[config.mk]
export PLATFORM = sky130hd
export DESIGN_NAME = hash_io_ctrl
export DESIGN_NICKNAME = d
export VERILOG_FILES = /design/src/rtl/hash_io_pkg.sv /design/src/rtl/hash_io_ser.sv /design/src/rtl/hash_io_ctrl.sv
export SDC_FILE = /design/constraint.sdc
export NUM_CORES = 2
export LEC_CHECK = 0
export BUFFER_PORTS_ARGS = -buffer_cell sky130_fd_sc_hd__buf_2
export CAP_MARGIN = 30
export CORE_MARGIN = 2
export CORE_UTILIZATION = 44
export CTS_BUF_LIST = sky130_fd_sc_hd__clkbuf_16
export DETAILED_ROUTE_END_ITERATION = 7
export SYNTH_ARGS = -nofsm -noshare
export SYNTH_HDL_FRONTEND = slang
export SYNTH_SLANG_ARGS = --single-unit
[constraint.sdc]
create_clock -name clk -period 2.4 [get_ports clk]
set_clock_uncertainty 0.2 [all_clocks]
set_input_delay 0.48 -clock clk [delete_from_list [all_inputs] [get_ports clk]]
set_output_delay 0.48 -clock clk [all_outputs]
set_load 0.005 [all_outputs]
[src/rtl/hash_io_pkg.sv]
// hash_io_pkg: shared types and parameter helpers for the hash core host I/O controller.
package hash_io_pkg;

    typedef enum logic [1:0] {
        FILL   = 2'd0,
        LAUNCH = 2'd1,
        RUN    = 2'd2
    } state_t;

    function automatic int unsigned calc_nw(input int unsigned block_w, input int unsigned bus_w);
        return block_w / bus_w;
    endfunction

    function automatic int unsigned calc_nd(input int unsigned digest_w, input int unsigned bus_w);
        return digest_w / bus_w;
    endfunction

    function automatic int unsigned cnt_w(input int unsigned n);
        return (n > 1) ? $clog2(n) : 1;
    endfunction

    function automatic bit params_ok(input int unsigned bus_w, input int unsigned block_w,
                                     input int unsigned digest_w);
        return (bus_w > 0) && (block_w > bus_w) && (digest_w >= bus_w) &&
               (block_w % bus_w == 0) && (digest_w % bus_w == 0);
    endfunction

endpackage

[src/rtl/hash_io_ser.sv]
// hash_io_ser: digest capture register and MSB-word-first serialiser toward the host.
module hash_io_ser
    import hash_io_pkg::*;
#(
    parameter int unsigned BUS_W    = 16,
    parameter int unsigned DIGEST_W = 256
) (
    input  logic                clk,
    input  logic                rst_n,
    input  logic                init,
    input  logic                capture,
    input  logic [DIGEST_W-1:0] hash,
    input  logic                fetch,
    output logic [BUS_W-1:0]    odata,
    output logic                fetch_ack,
    output logic                digest_valid,
    output logic                digest_ovf
);
    localparam int unsigned ND = calc_nd(DIGEST_W, BUS_W);
    localparam int unsigned PW = cnt_w(ND);

    logic [DIGEST_W-1:0] dig_q;
    logic [PW-1:0]       ptr_q;

    // The digest shifts left on each read so the next word is always in the top slot.
    always_ff @(posedge clk or negedge rst_n) begin
        if (!rst_n) begin
            dig_q        <= '0;
            ptr_q        <= '0;
            odata        <= '0;
            fetch_ack    <= 1'b0;
            digest_valid <= 1'b0;
            digest_ovf   <= 1'b0;
        end else begin
            fetch_ack <= 1'b0;
            if (init) begin
                ptr_q        <= '0;
                digest_valid <= 1'b0;
                digest_ovf   <= 1'b0;
            end else if (capture) begin
                dig_q        <= hash;
                ptr_q        <= '0;
                digest_valid <= 1'b1;
                if (digest_valid) begin
                    digest_ovf <= 1'b1;
                end
            end else if (fetch && digest_valid) begin
                odata     <= dig_q[DIGEST_W-1 -: BUS_W];
                dig_q     <= dig_q << BUS_W;
                fetch_ack <= 1'b1;
                if (ptr_q == PW'(ND - 1)) begin
                    ptr_q        <= '0;
                    digest_valid <= 1'b0;
                end else begin
                    ptr_q <= ptr_q + PW'(1);
                end
            end
        end
    end

endmodule

[src/rtl/hash_io_ctrl.sv]
// hash_io_ctrl: assembles host words into a message block, runs the core, returns the digest.
// Define HASH_IO_DBL_BUF_EN to allow loading the next block while the core is running.
module hash_io_ctrl
    import hash_io_pkg::*;
#(
    parameter int unsigned BUS_W    = 16,
    parameter int unsigned BLOCK_W  = 512,
    parameter int unsigned DIGEST_W = 256
) (
    input  logic                clk,
    input  logic                rst_n,
    input  logic                init,
    input  logic                load,
    input  logic [BUS_W-1:0]    idata,
    output logic                in_ready,
    output logic                load_ack,
    input  logic                fetch,
    output logic [BUS_W-1:0]    odata,
    output logic                fetch_ack,
    output logic                digest_valid,
    output logic                digest_ovf,
    output logic                start,
    output logic [BLOCK_W-1:0]  msg_block,
    input  logic                busy,
    input  logic [DIGEST_W-1:0] hash
);
    localparam int unsigned NW = calc_nw(BLOCK_W, BUS_W);
    localparam int unsigned CW = cnt_w(NW);

`ifdef HASH_IO_DBL_BUF_EN
    localparam bit DBL_BUF = 1'b1;
`else
    localparam bit DBL_BUF = 1'b0;
`endif

    if (!params_ok(BUS_W, BLOCK_W, DIGEST_W)) begin : g_param_check
        $error("hash_io_ctrl: BUS_W must divide BLOCK_W and DIGEST_W");
    end

    state_t             state_q, state_d;
    logic [CW-1:0]      cnt_q;
    logic [BLOCK_W-1:0] fill_q;
    logic               busy_q;
    logic               alive_q;
    logic               pending_q;
    logic               accept;
    logic               last_accept;
    logic               busy_fall;
    logic               capture;

    // alive_q keeps in_ready low while in reset and until the first clock after release.
    always_comb begin
`ifdef HASH_IO_DBL_BUF_EN
        in_ready = alive_q && ((state_q == FILL) || !pending_q);
`else
        in_ready = alive_q && (state_q == FILL);
`endif
    end

    always_comb begin
        accept      = load && in_ready && !init;
        last_accept = accept && (cnt_q == CW'(NW - 1));
        busy_fall   = busy_q && !busy;
        capture     = (state_q == RUN) && busy_fall && !init;
    end

    always_comb begin
        state_d = state_q;
        unique case (state_q)
            FILL:    if (last_accept) state_d = LAUNCH;
            LAUNCH:  state_d = RUN;
            RUN:     if (busy_fall) state_d = (DBL_BUF && (pending_q || last_accept)) ? LAUNCH : FILL;
            default: state_d = FILL;
        endcase
        if (init) begin
            state_d = FILL;
        end
    end

    always_ff @(posedge clk or negedge rst_n) begin
        if (!rst_n) begin
            state_q   <= FILL;
            cnt_q     <= '0;
            fill_q    <= '0;
            busy_q    <= 1'b0;
            alive_q   <= 1'b0;
            pending_q <= 1'b0;
            load_ack  <= 1'b0;
            start     <= 1'b0;
            msg_block <= '0;
        end else begin
            state_q  <= state_d;
            busy_q   <= busy;
            alive_q  <= 1'b1;
            load_ack <= accept;
            start    <= 1'b0;
            if (init) begin
                cnt_q     <= '0;
                fill_q    <= '0;
                pending_q <= 1'b0;
            end else begin
                if (accept) begin
                    fill_q <= {fill_q[BLOCK_W-BUS_W-1:0], idata};
                    cnt_q  <= last_accept ? '0 : cnt_q + CW'(1);
                end
                // A block completed outside FILL waits here until the core is free.
                if (last_accept && (state_q != FILL)) begin
                    pending_q <= 1'b1;
                end
                if (state_q == LAUNCH) begin
                    msg_block <= fill_q;
                    start     <= 1'b1;
                    pending_q <= 1'b0;
                end
            end
        end
    end

    hash_io_ser #(
        .BUS_W    (BUS_W),
        .DIGEST_W (DIGEST_W)
    ) u_ser (
        .clk          (clk),
        .rst_n        (rst_n),
        .init         (init),
        .capture      (capture),
        .hash         (hash),
        .fetch        (fetch),
        .odata        (odata),
        .fetch_ack    (fetch_ack),
        .digest_valid (digest_valid),
        .digest_ovf   (digest_ovf)
    );

endmodule

==> impl_metrics.sql <==
INSERT INTO impl_metrics (metric_group, metric, value, unit) VALUES
('yosys', 'synthesis.area_per_instance', '15.22', 'um2'),
('floorplanning', 'die_ar', '114400', 'um2'),
('setup_path', 'critPathCaptureType', 'primary output', ''),
('grt', 'globalRouteOverflowTotal', '0', ''),
('route', 'ant_nets', '0', ''),
('sta', 'clock.fmax', '432.7', 'MHz'),
('grt', 'global_route.usage.total', '25.71', '%'),
('status', 'run_status', 'completed', ''),
('setup_path', 'critical_path_class', 'reg -> out', ''),
('sta', 'fin_crit_sh', '96.28', '%'),
('setup_path', 'crit_slowest_cell', 'dfrtp_2', ''),
('grt', 'global_route_wire_length_before_repair', '225300', 'um'),
('yosys', 'ys_seq_area_share', '66.91', '%'),
('route', 'detailroute.via_count', '33420', ''),
('place', 'placement.io_buffers', '811', ''),
('layout', 'utilization', '56.94', '%'),
('sta', 'fin_tns_setup', '0', 'ps'),
('yosys', 'postSynthNetCount', '3510', ''),
('route', 'drt_pre_antenna_iters', '7', ''),
('power_and_ir_drop', 'leakage', '33.60', 'nW'),
('cts', 'clock_tree.root_cell', 'clkbuf_16', ''),
('cts', 'cts_tree', 'built', ''),
('yosys', 'yosys.area.top_type_share', '66.91', '%'),
('route', 'remaining_drc_errors', '0', ''),
('yosys', 'post-synth-top-area-cell', 'dfrtp_1', ''),
('cts', 'worst_skew_pair.late_latency', '750', 'ps'),
('cts', 'clk_transition_reported_paths', '60', 'ps'),
('setup_path', 'crit_path_max_incr_delay', '420', 'ps'),
('sta', 'slew_headroom', '54.87', '%'),
('place', 'finalWeightedCongestion', '0.8709', ''),
('power_and_ir_drop', 'p_per_area', '706.9', 'nW/um2'),
('route', 'route.detailed.vias_per_inst', '5.624', ''),
('sta', 'rsz0062_at_grt', 'no', ''),
('route', 'detail_route.wirelength', '148700', 'um'),
('setup_path', 'crit_path_cell_trace', 'nor3b_2 > buf_4 > buf_4', ''),
('setup_path', 'critical-path-top-delay-family', 'flip-flops', ''),
('cts', 'clock_tree.buffer_depth', '3', ''),
('floorplanning', 'ioPinCount', '812', ''),
('yosys', 'synth.cell_area', '49140', 'um2'),
('setup_path', 'timing.critical_path.mode_cell', 'buf_4', ''),
('yosys', 'synth-edff-count', '0', ''),
('power_and_ir_drop', 'power.ir.vdd_worst', '0.6138', 'mV'),
('setup_path', 'setup.worst_path.start_class', 'flip-flop', ''),
('worst_hold_path', 'min_delay_path_depth', '4', ''),
('setup_path', 'critical_path_peak_fanout', '2', ''),
('yosys', 'syn_inst', '3229', ''),
('layout', 'design.final.nets', '4595', ''),
('sta', 'final_hold_vios', '0', ''),
('yosys', 'ys_seq_elements', '1314', ''),
('sta', 'finalSetupViolCount', '0', ''),
('worst_hold_path', 'holdPathEnd', 'fill_q[41]$_DFFE_PN0P_', ''),
('cts', 'numClockSinks', '1314', ''),
('floorplanning', 'die_h', '338.2', 'um'),
('floorplanning', 'floorplan.core_area', '110700', 'um2'),
('yosys', 'count_of_different_cell_masters_after_synthesis', '43', ''),
('place', 'place_hpwl', '102100', 'um'),
('floorplanning', 'placement_rows', '122', ''),
('layout', 'post_route_cells_drive_above_1_share', '37.96', '%'),
('yosys', 'synthTopCellsByCount', '1314 x dfrtp_1, 528 x mux2_2, 513 x a22o_1', ''),
('grt', 'pin_count_of_the_biggest_net_entering_global_routing', '145', ''),
('floorplanning', 'floorplan.initialDensity', '44.40', '%'),
('setup_path', 'worst_ep_arrival_time', '1630', 'ps'),
('worst_hold_path', 'timing.hold.worst.start', 'load', ''),
('cts', 'cts-buffers-inserted', '140', ''),
('grt', 'grt_pass1_vias', '33940', ''),
('route', 'route.detailed.wl_per_inst', '25.02', 'um'),
('worst_hold_path', 'worst_hold_path_type', 'in -> reg', ''),
('setup_path', 'timing.reg2reg.setup_slack', '140', 'ps'),
('yosys', 'synth-main-ff-cell', 'dfrtp_1', ''),
('yosys', 'proportion_of_synthesized_flip_flops_having_asynchronous_set_or_reset', '100.0', '%'),
('job', 'max_cap_viol_count', '0', '');
==> final cells by class <==
class | count | area, um2 | area share, %
tap | 1488 | 1862 | 2.955
inverter | 2 | 7.507 | 0.01191
clock inverter | 113 | 770.7 | 1.223
multi-input combinational | 1626 | 15010 | 23.83
clock buffer | 141 | 3528 | 5.600
sequential | 1314 | 32880 | 52.19
timing repair buffer | 1230 | 8876 | 14.09
antenna | 28 | 70.07 | 0.1112
==> metrics by stage <==
step / cells / power (mW) / hold slack, ps / instance area [um2] / setup WS, ps
3_5_place_dp: 5382 / 24.33 / 280.1 / 55850 / 248.3
2_1_floorplan: 3229 / 23.21 / -15.59 / 49140 / 359.5
5_1_grt: 5937 / 46.13 / 104.1 / 63000 / 3.286
6_report: 5942 / 44.54 / 128.4 / 63010 / 89.18
3_3_place_gp: 5382 / 24.33 / 278.8 / 55850 / 263.4
4_1_cts: 5913 / 44.98 / 71.39 / 62930 / 1.871
==> flip-flops by register name, summed over array words and instances (netlist names) <==
register / count
u_ser.fetch_ack: 1
u_ser.dig_q: 256
start: 1
busy_q: 1
u_ser.digest_ovf: 1
state_q: 2
load_ack: 1
msg_block: 512
u_ser.odata: 16
cnt_q: 5
u_ser.ptr_q: 4
u_ser.digest_valid: 1
alive_q: 1
fill_q: 512
==> repair_timing <==
| item | in CTS | in global routing |
|---|---|---|
| resized for setup | 3 | 1 |
| setup buffers | 1 | 1 |
| hold endpoints to repair | 629 | 0 |
| endpoints found under the setup margin | 1 | 1 |
| hold buffers | 276 | 0 |
==> metal layers <==
| layer | wire (um) | part of all wire (%) | vias up | GRT usage [%] |
|---|---|---|---|---|
| met5 | 68 | 0.046 | - | 0 |
| met4 | 3920 | 2.6 | 12 | 7.989 |
| met3 | 11830 | 8.0 | 242 | 7.772 |
| met2 | 70700 | 48 | 1197 | 40.27 |
| met1 | 62170 | 42 | 17360 | 34.46 |
| li1 | - | - | 14600 | - |
==> worst max path at each step <==
stage               cells past startpoint                            to                    from  slack (ps)
detailed placement                      6  u_ser.dig_q[108]$_DFFE_PN0P_                    init         250
global route                            3                      in_ready  state_q[1]$_DFFE_PN0P_           3
CTS                                     3                      in_ready  state_q[0]$_DFFE_PN0P_           2
floorplan                               5          cnt_q[2]$_DFFE_PN0P_    cnt_q[0]$_DFFE_PN0P_         360
global placement                        5  u_ser.dig_q[209]$_DFFE_PN0P_                    init         260
finish                                  3                      in_ready  state_q[1]$_DFFE_PN0P_          90
==> worst reg2reg max path, stage by stage, from the launching register on <==
cell and delay, ps:
dfrtp_2 420, buf_4 160, nand2b_1 190, nor2_4 170, buf_12 240, buf_12 350, mux2_2 410
==> cell usage in the layout (no fill, tap or decap), drive strengths merged, types with 28 or more instances in the layout <==
cell type and instances:
diode 28, mux2 528, buf 954, dlygate4sd3 276
clkinv 65, dfrtp 1314, inv 42, clkbuf 141
and3 241, a221o 240, a22o 513
==> report_power, final <==
group	leakage [nW]	internal, mW	switching (mW)
registers	18.3	22.3	0.122
logic	13.1	0.802	1.08
clock network	2.22	11.1	9.10
==> cell families (layout without fill, tap and decap cells) <==
| kind of cell | after synthesis | count (layout) | synth area share (%) |
|---|---|---|---|
| multiplexers | 529 | 529 | 12.12 |
| AND/OR/NAND/NOR | 306 | 306 | 3.776 |
| flip-flops | 1314 | 1314 | 66.91 |
| XOR/XNOR | 1 | 1 | 0.01783 |
| adder cells (fa/ha/maj) | 3 | 3 | 0.07639 |
| buffers and inverters | 289 | 1486 | 2.671 |
| AO/OA/AOI/OAI | 786 | 786 | 14.42 |
| other | 1 | 29 | 0.007631 |
Note: power is estimated with default switching activity, not from simulation.
